## src/rtl/pipe_pkg.sv

```systemverilog
// Shared constants, instruction classes and EX state encoding for the pipe_ctrl slice.
// Decode and operand-usage helpers live here so the top and hazard unit agree on them.
package pipe_pkg;

    localparam logic [6:0] OP_ALU_I  = 7'b0010011;
    localparam logic [6:0] OP_ALU_R  = 7'b0110011;
    localparam logic [6:0] OP_LUI    = 7'b0110111;
    localparam logic [6:0] OP_SYSTEM = 7'b1110011;

    localparam logic [2:0] F3_ADD   = 3'b000;
    localparam logic [2:0] F3_SLL   = 3'b001;
    localparam logic [2:0] F3_SLT   = 3'b010;
    localparam logic [2:0] F3_AND   = 3'b111;
    localparam logic [2:0] F3_CSRRW = 3'b001;

    localparam logic [6:0] F7_BASE   = 7'b0000000;
    localparam logic [6:0] F7_SUB    = 7'b0100000;
    localparam logic [6:0] F7_MULDIV = 7'b0000001;

    typedef enum logic [2:0] {
        CLS_ALU_I,
        CLS_ALU_R,
        CLS_MUL,
        CLS_LUI,
        CLS_CSR,
        CLS_ILLEGAL
    } instr_class_e;

    typedef enum logic {
        ST_RUN,
        ST_MUL_WAIT
    } ex_state_e;

    function automatic instr_class_e decode_class(input logic [31:0] instr);
        logic [6:0] opcode;
        logic [2:0] funct3;
        logic [6:0] funct7;
        instr_class_e cls;
        opcode = instr[6:0];
        funct3 = instr[14:12];
        funct7 = instr[31:25];
        cls    = CLS_ILLEGAL;
        case (opcode)
            OP_ALU_I: begin
                if (funct3 == F3_ADD || funct3 == F3_AND ||
                    (funct3 == F3_SLL && funct7 == F7_BASE))
                    cls = CLS_ALU_I;
            end
            OP_ALU_R: begin
                if (funct7 == F7_MULDIV && funct3 == F3_ADD)
                    cls = CLS_MUL;
                else if (funct7 == F7_BASE && (funct3 == F3_ADD || funct3 == F3_SLL ||
                                               funct3 == F3_SLT || funct3 == F3_AND))
                    cls = CLS_ALU_R;
                else if (funct7 == F7_SUB && funct3 == F3_ADD)
                    cls = CLS_ALU_R;
            end
            OP_LUI:    cls = CLS_LUI;
            OP_SYSTEM: if (funct3 == F3_CSRRW) cls = CLS_CSR;
            default:   cls = CLS_ILLEGAL;
        endcase
        return cls;
    endfunction

    // lui reads no register; only R-type (including mul) reads rs2
    function automatic logic uses_rs1(input instr_class_e cls);
        return (cls == CLS_ALU_I) || (cls == CLS_ALU_R) || (cls == CLS_MUL) || (cls == CLS_CSR);
    endfunction

    function automatic logic uses_rs2(input instr_class_e cls);
        return (cls == CLS_ALU_R) || (cls == CLS_MUL);
    endfunction

endpackage

```

## src/rtl/pipe_hazard.sv

```systemverilog
// Combinational read-after-write detection between the EX operands and the WB destination.
module pipe_hazard
    import pipe_pkg::*;
(
    input  logic         ex_valid,
    input  logic [4:0]   ex_rs1,
    input  logic [4:0]   ex_rs2,
    input  instr_class_e ex_class,
    input  logic [4:0]   wb_rd,
    input  logic         wb_regwrite,
    input  logic         wb_valid,
    output logic         raw1,
    output logic         raw2
);

    logic       wb_live;
    logic [1:0] src_used;
    logic [4:0] src_reg [2];
    logic [1:0] raw;

    assign wb_live     = ex_valid && wb_valid && wb_regwrite && (wb_rd != 5'd0);
    assign src_used[0] = uses_rs1(ex_class);
    assign src_used[1] = uses_rs2(ex_class);
    assign src_reg[0]  = ex_rs1;
    assign src_reg[1]  = ex_rs2;

    generate
        for (genvar gi = 0; gi < 2; gi++) begin : g_src
            assign raw[gi] = wb_live && src_used[gi] && (src_reg[gi] == wb_rd);
        end
    endgenerate

    assign raw1 = raw[0];
    assign raw2 = raw[1];

endmodule

```

## src/rtl/pipe_ctrl.sv

```systemverilog
// EX/WB control for a 3-stage RV32 subset pipeline with multi-cycle multiply handshake.
// Define PIPE_FWD_EN to resolve RAW hazards by WB forwarding instead of a one-cycle stall.
module pipe_ctrl
    import pipe_pkg::*;
(
    input  logic        clk,
    input  logic        rst_n,
    input  logic [31:0] instr_in,
    input  logic        instr_valid,
    input  logic        mul_done,
    output logic        stall,
    output logic [31:0] ex_instr,
    output logic        ex_valid,
    output logic        mul_start,
    output logic        fwd_rs1,
    output logic        fwd_rs2,
    output logic        wb_valid,
    output logic [4:0]  wb_rd,
    output logic        wb_regwrite,
    output logic        gpio_we,
    output logic        illegal
);

    ex_state_e    state_reg, state_next;
    logic         ex_valid_reg;
    logic [31:0]  ex_instr_reg;
    instr_class_e ex_class_reg;
    logic         wb_valid_reg;
    logic [4:0]   wb_rd_reg;
    logic         wb_regwrite_reg;
    logic         wb_csr_reg;
    logic         raw1, raw2, raw_stall, ex_retire;

    pipe_hazard u_hazard (
        .ex_valid    (ex_valid_reg),
        .ex_rs1      (ex_instr_reg[19:15]),
        .ex_rs2      (ex_instr_reg[24:20]),
        .ex_class    (ex_class_reg),
        .wb_rd       (wb_rd_reg),
        .wb_regwrite (wb_regwrite_reg),
        .wb_valid    (wb_valid_reg),
        .raw1        (raw1),
        .raw2        (raw2)
    );

`ifdef PIPE_FWD_EN
    assign raw_stall = 1'b0;
    assign fwd_rs1   = raw1;
    assign fwd_rs2   = raw2;
`else
    assign raw_stall = raw1 || raw2;
    assign fwd_rs1   = 1'b0;
    assign fwd_rs2   = 1'b0;
`endif

    // A mul waiting on a RAW stall only starts once its operands are resolved
    always_comb begin
        state_next = state_reg;
        mul_start  = 1'b0;
        stall      = 1'b0;
        case (state_reg)
            ST_RUN: begin
                if (ex_valid_reg) begin
                    if (raw_stall) begin
                        stall = 1'b1;
                    end else if (ex_class_reg == CLS_MUL) begin
                        mul_start  = 1'b1;
                        stall      = 1'b1;
                        state_next = ST_MUL_WAIT;
                    end
                end
            end
            ST_MUL_WAIT: begin
                if (mul_done) state_next = ST_RUN;
                else          stall      = 1'b1;
            end
            default: state_next = ST_RUN;
        endcase
    end

    assign ex_retire = ex_valid_reg && (ex_class_reg != CLS_ILLEGAL);

    always_ff @(posedge clk or negedge rst_n) begin
        if (!rst_n) begin
            state_reg       <= ST_RUN;
            ex_valid_reg    <= 1'b0;
            ex_instr_reg    <= '0;
            ex_class_reg    <= CLS_ALU_I;
            wb_valid_reg    <= 1'b0;
            wb_rd_reg       <= '0;
            wb_regwrite_reg <= 1'b0;
            wb_csr_reg      <= 1'b0;
        end else begin
            state_reg <= state_next;
            if (!stall) begin
                ex_valid_reg    <= instr_valid;
                ex_instr_reg    <= instr_valid ? instr_in : '0;
                ex_class_reg    <= decode_class(instr_in);
                wb_valid_reg    <= ex_retire;
                wb_rd_reg       <= ex_retire ? ex_instr_reg[11:7] : 5'd0;
                wb_regwrite_reg <= ex_retire && (ex_instr_reg[11:7] != 5'd0);
                wb_csr_reg      <= ex_retire && (ex_class_reg == CLS_CSR);
            end else begin
                wb_valid_reg    <= 1'b0;
                wb_rd_reg       <= '0;
                wb_regwrite_reg <= 1'b0;
                wb_csr_reg      <= 1'b0;
            end
        end
    end

    assign ex_instr    = ex_instr_reg;
    assign ex_valid    = ex_valid_reg;
    assign wb_valid    = wb_valid_reg;
    assign wb_rd       = wb_rd_reg;
    assign wb_regwrite = wb_regwrite_reg;
    assign gpio_we     = wb_valid_reg && wb_csr_reg;
    assign illegal     = ex_valid_reg && (ex_class_reg == CLS_ILLEGAL);

endmodule

```

## config.mk

```make
export PLATFORM = sky130hd
export DESIGN_NAME = pipe_ctrl
export DESIGN_NICKNAME = d
export VERILOG_FILES = /design/src/rtl/pipe_pkg.sv /design/src/rtl/pipe_hazard.sv /design/src/rtl/pipe_ctrl.sv
export SDC_FILE = /design/constraint.sdc
export NUM_CORES = 1
export LEC_CHECK = 0
export CORE_ASPECT_RATIO = 0.5
export CORE_MARGIN = 2
export CORE_UTILIZATION = 44
export CTS_CLUSTER_DIAMETER = 60
export DETAILED_ROUTE_END_ITERATION = 12
export GPL_TIMING_DRIVEN = 0
export PLACE_DENSITY = 0.87
export SYNTH_ARGS = -nofsm -noshare
export SYNTH_HDL_FRONTEND = slang
export SYNTH_SLANG_ARGS = --single-unit
```

## constraint.sdc

```tcl
create_clock -name clk -period 3 [get_ports clk]
set_input_delay 0.3 -clock clk [delete_from_list [all_inputs] [get_ports clk]]
set_output_delay 0.3 -clock clk [all_outputs]
set_load 0.03 [all_outputs]
```

==> results of run 1 <==
cell usage in the layout (no fill, tap or decap), drive strengths merged, types with 2 or more instances in the layout:
cell	instances
clkdlybuf4s50	76
dfrtp	45
o2bb2ai	28
nand3	27
clkbuf	18
xor2	10
nor3	10
inv	8
nor2	6
nand2	6
buf	6
mux2i	5
or4	4
o21ai	3
mux2	3
nor4	2
or3	2
a21oi	2
and2	2
nand4	2
nand2b	2
and3	2
conb	2
a211o	2
worst max-delay path by stage:
stage                  to  depth (start not counted)  slack [ns]                         from
floorplan           stall                          6        0.67           wb_rd[1]$_DFF_PN0_
CTS                 stall                          5        0.15  ex_class_reg[2]$_DFFE_PN0N_
global placement    stall                          6        0.01  ex_class_reg[2]$_DFFE_PN0N_
global route        stall                          5        0.04  ex_class_reg[2]$_DFFE_PN0N_
finish              stall                          6        0.14           wb_rd[2]$_DFF_PN0_
detailed placement  stall                          6       -0.10  ex_class_reg[2]$_DFFE_PN0N_
per-stage QoR:
step | instance area (um^2) | TNS, ns | setup slack, ns
floorplan | 2160 | 0 | 0.669
global placement | 3020 | 0 | 0.0143
detailed placement | 3040 | -0.100 | -0.100
CTS | 3160 | 0 | 0.153
global route | 3160 | 0 | 0.0414
finish | 3160 | 0 | 0.136
logic make-up (layout without fill, tap and decap cells):
kind of cell    after synthesis  in the layout  synth area share (%)
compound gates               43             43                  16.7
fa+ha+maj                     1              1                 0.465
simple gates                 69             69                  17.5
mux                           8              8                  3.89
buf+inv                      24            111                  4.59
xor+xnor                     11             11                  4.47
other cells                   1              2                 0.174
flops                        45             45                  52.3
tightest hold or removal path, stage by stage:
cell       delay (ns)
clkbuf_1         0.13
nand3_1          0.10
o2bb2ai_1        0.07
power groups by stage:
stage,clock [W],combinational (W),sequential [W]
after detailed placement,0,0.000239,0.000660
final,0.000494,0.000240,0.000649
after global placement,0,0.000230,0.000660
after global routing,0.000515,0.000257,0.000653
after CTS,0.000489,0.000241,0.000649
after floorplan,0,0.0000594,0.000705
per-layer routing:
layer	share of wire (%)	GRT usage, %	vias to the layer above
met5	0	0	-
met4	1.8	6.80	0
met3	6.5	5.02	14
met2	47	39.7	80
met1	44	35.6	1021
li1	-	-	921
timing repair:
item	in CTS	in global routing
resized for setup	1	0
hold endpoints to repair	19	0
hold buffers	1	0
endpoints found under the setup margin	1	0
final cells by class:
class | count | area share (%)
tap | 66 | 2.61
sequential | 45 | 35.7
inverter | 8 | 0.951
timing repair buffer | 80 | 25.5
clock buffer | 7 | 2.73
clock inverter | 1 | 0.951
multi-input combinational | 134 | 29.6
buffer | 15 | 2.06
==> impl_metrics.toml, run 1 <==
[worst_hold_path]
hold_path.class = "input pin to register"
hold_path.startpoint = "instr_valid"
holdPathEnd = "ex_instr[12]$_DFFE_PN0N_"
hold_depth = 3

[setup_path]
crit_family = "simple AND/OR/NAND/NOR gates"
cp.arrival_ns = 2.56
worstSetupEndpointType = "output port"
regToRegSetupSlack_ns = 0.40
path_class = "register to output port"
path_max_fanout = 19
ff2ff_path_depth = 6
worstReg2RegEnd = "ex_instr[9]$_DFFE_PN0N_"
worstReg2RegStart = "ex_class_reg[2]$_DFFE_PN0N_"
cp_cell_sequence = "or4_1 > o2111ai_1 > or3_1 > o21ai_0 > buf_2 > dlygate4sd2_1"
max_stage_delay_ns = 0.59
cp-start-kind = "register"
critPathBufInv = 2
cp.required_ns = 2.70
slowest_stage = "or4_1"

[global_route]
grt.total_usage_pct = 25.2
grt_start_max_net_pins = 27
first_global_vias = 1979
grt_pass1_wl_mm = 10.2
gr-total-overflow = 0
antenna_found_initial = 0

[pwr]
internal_power_w = 0.00101
power_density_nw_per_um2 = 438
clkPwrFrac_pct = 35.7
switching_share_pct = 26.8
p_sw_w = 0.000371
seqPwrFrac_pct = 46.9
p_leak_nw = 1.33
total_power_w = 0.00138
max-vdd-ir-drop_mv = 0.220
comb_power_share_pct = 17.4

[timing]
hold_violations = 0
skew_ns = 0.0108
max-slew-margin-rel_pct = 52.8
period_share_pct = 95.5
fmax_mhz = 349
setup_viol = 0
tightest_slew_ns = 0.706
slew_viol_final = 0
hold_slack_ns = 0.322
rsz0062_at_grt = "false"
finalCriticalPeriod_ns = 2.86

[cts]
clk_path_buf_depth = 2
cts_max_level = 2
clk_latency_ns = 0.31
cts_setup_buffers = 0
cts_tree = "yes"
cts_num_sinks = 45
clkTransAtPathRegs_ns = 0.10
cts_inserted_buffers = 5
cts_root_buffer = "clkbuf_8"

[final_layout]
diodes = 0
drive_gt1_share_pct = 6.21
fillers = 360
fin_cells = 356
regArea_um2 = 1130
largest_reg_flops = 32
multi_input_area_um2 = 933
final_util_pct = 69.4
layout.nets = 325
area_growth_syn_to_layout_pct = 46.6

[detailed_routing]
ant_nets = 0
drt_wl_total_mm = 6.41
drtIter0Drc = 157
vias = 2036
drc = 0
viasPerCell = 5.72
first_pass_iters = 4
wl_per_cell_um = 18.0

[logic_synthesis]
synth_top_area_share_pct = 52.3
synthFlopType = "dfrtp_1"
yosysMostFrequentCell = "dfrtp_1"
yosys.area.top_type = "dfrtp_1"
netlist_instances = 202
avgSynthCellArea_um2 = 10.7
yosysUniqueCellTypes = 41
ys_seq_elements = 45
synth_common_cells = "dfrtp_1 (45), o2bb2ai_1 (28), nand3_1 (27)"
async_flop_share_pct = 100
ys_seq_area_share_pct = 52.3
yosys_warnings = 0
synth-edff-count = 0
netlist_area_um2 = 2150
ys_top_cells_by_area = "dfrtp_1 (52%), o2bb2ai_1 (11%), nand3_1 (6.3%), xor2_1 (4.1%), mux2i_1 (2.3%)"

[die]
core_region_area_um2 = 4550
initial_core_util_pct = 47.3
die_x_um = 103
fp.dieH_um = 53.5
io_pins = 82
rows = 17
die-area_um2 = 5510

[place]
post-dp-hpwl_mm = 4.69
gp_congestion = 0.869
placed_cells = 348
port_buffers = 78

[outcome]
status = "finished, final reports clean"

[flow_run]
drv_cap = 0
No activity file was read; power rests on OpenSTA's default activity.
==> run 2, diff against run 1 <==
--- a/config.mk
+++ b/config.mk
@@ -7,11 +7,11 @@
 export LEC_CHECK = 0
 export CORE_ASPECT_RATIO = 0.5
 export CORE_MARGIN = 2
-export CORE_UTILIZATION = 44
+export CORE_UTILIZATION = 40
 export CTS_CLUSTER_DIAMETER = 60
 export DETAILED_ROUTE_END_ITERATION = 12
 export GPL_TIMING_DRIVEN = 0
-export PLACE_DENSITY = 0.87
+export PLACE_DENSITY = 0.81
 export SYNTH_ARGS = -nofsm -noshare
 export SYNTH_HDL_FRONTEND = slang
 export SYNTH_SLANG_ARGS = --single-unit
==> impl_metrics.toml, run 2 (synthesis results as in run 1) <==
[outcome]
status = "finished, final reports clean"

[pwr]
p_leak_nw = 1.32
power_density_nw_per_um2 = 405
total_power_w = 0.00127
max-vdd-ir-drop_mv = 0.170

[setup_path]
path_max_fanout = 19
cp.arrival_ns = 2.54
cp.required_ns = 2.70
worstSetupEndpointType = "output port"
cp-start-kind = "register"
path_class = "register to output port"

[detailed_routing]
wl_per_cell_um = 17.6
ant_nets = 0
drtIter0Drc = 172
vias = 1985
first_pass_iters = 4
viasPerCell = 5.53
drc = 0
drt_wl_total_mm = 6.31

[die]
initial_core_util_pct = 42.7
core_region_area_um2 = 5040
fp.dieH_um = 55.9
die-area_um2 = 6020
rows = 18
io_pins = 82
die_x_um = 108

[final_layout]
final_common_cell = "clkdlybuf4s50_1"
fin_cells = 359
layout.nets = 325
area_growth_syn_to_layout_pct = 45.4
drive_gt1_share_pct = 5.88
largest_reg_flops = 32
diodes = 0
final_util_pct = 62.1
final_cell_mix = "clkdlybuf4s50_1 (76), dfrtp_1 (45), o2bb2ai_1 (28)"

[timing]
max-slew-margin-rel_pct = 49.4
skew_ns = 0.00477
fmax_mhz = 352
finalCriticalPeriod_ns = 2.84
tightest_slew_ns = 0.756
setup_viol = 0
period_share_pct = 94.6
rsz0062_at_grt = "false"
slew_viol_final = 0
hold_violations = 0

[cts]
cts_tree = "yes"
cts_max_level = 2
cts_inserted_buffers = 5
cts_num_sinks = 45
cts_root_buffer = "clkbuf_8"
clkTransAtPathRegs_ns = 0.08
clk_latency_ns = 0.30
clk_path_buf_depth = 2
cts_setup_buffers = 0

[global_route]
antenna_found_initial = 0
grt_start_max_net_pins = 31
grt.total_usage_pct = 22.1
gr-total-overflow = 0
grt_pass1_wl_mm = 10.3
first_global_vias = 2015

[place]
port_buffers = 78
placed_cells = 352
gp_congestion = 0.832
post-dp-hpwl_mm = 4.58

[worst_hold_path]
hold_path.class = "input pin to register"

[flow_run]
drv_cap = 0
run 2: cell types whose count changed in the layout (fill, tap and decap cells not counted), sizes merged:
cell | before | now
bufinv | 1 | 0
run 2: worst max-delay path, cell delays in order, from the launching register on:
cell and delay (ns):
dfrtp_1 0.46, maj3_1 0.38, or3_1 0.40, o21ai_0 0.16
buf_2 0.38, dlygate4sd2_1 0.45
run 2: path summary, 6_finish.rpt:
path	start	end	slack, ns	depth (start not counted)
max in group asynchronous	rst_n	ex_instr[19]$_DFFE_PN0N_	2.07	3
setup / recovery	ex_class_reg[2]$_DFFE_PN0N_	stall	0.16	5
min in group asynchronous	rst_n	ex_instr[8]$_DFFE_PN0N_	0.45	2
setup reg to reg	ex_class_reg[2]$_DFFE_PN0N_	ex_instr[9]$_DFFE_PN0N_	0.39	6
hold / removal	instr_valid	ex_instr[31]$_DFFE_PN0N_	0.33	3
hold reg to reg	ex_instr[5]$_DFFE_PN0N_	ex_instr[5]$_DFFE_PN0N_	0.50	1
run 2: timing repair:
action / 4_1_cts / 5_1_grt
hold buffers: 1 / 0
hold endpoints to repair: 15 / 0
endpoints found under the setup margin: 1 / 0
gates resized for setup: 1 / 0
run 2: through the flow:
stage	instance area, um^2	hold WS, ns	TNS [ns]	setup slack (ns)
final	3130	0.333	0	0.161
after global routing	3130	0.363	0	0.0322
after CTS	3130	0.333	0	0.161
after detailed placement	3040	0.240	-0.0803	-0.0803
after global placement	3030	0.475	0	0.0175
after floorplan	2160	0.00441	0	0.669
run 2: metal layers:
metal | track usage [%] | part of all wire, % | vias up
li1 | - | - | 912
met1 | 31.8 | 44 | 996
met2 | 34.1 | 49 | 72
met3 | 4.68 | 6.6 | 5
met4 | 5.49 | 0.70 | 0
met5 | 0 | 0 | -
run 2: final cells by class:
cell class | instances | area, um^2
Fill cell | 408 | 1910
Sequential cell | 45 | 1130
Multi-Input combinational cell | 134 | 933
Timing Repair Buffer | 80 | 805
Tap cell | 70 | 87.6
Clock buffer | 7 | 86.3
Buffer | 15 | 65.1
Inverter | 8 | 30.0
run 2: report_power, final:
part | switching, W | leakage, nW | internal, W | total [W]
clock network | 0.000197 | 0.0443 | 0.000183 | 0.000380
registers | 0.0000201 | 0.581 | 0.000630 | 0.000650
logic | 0.000128 | 0.691 | 0.000111 | 0.000240
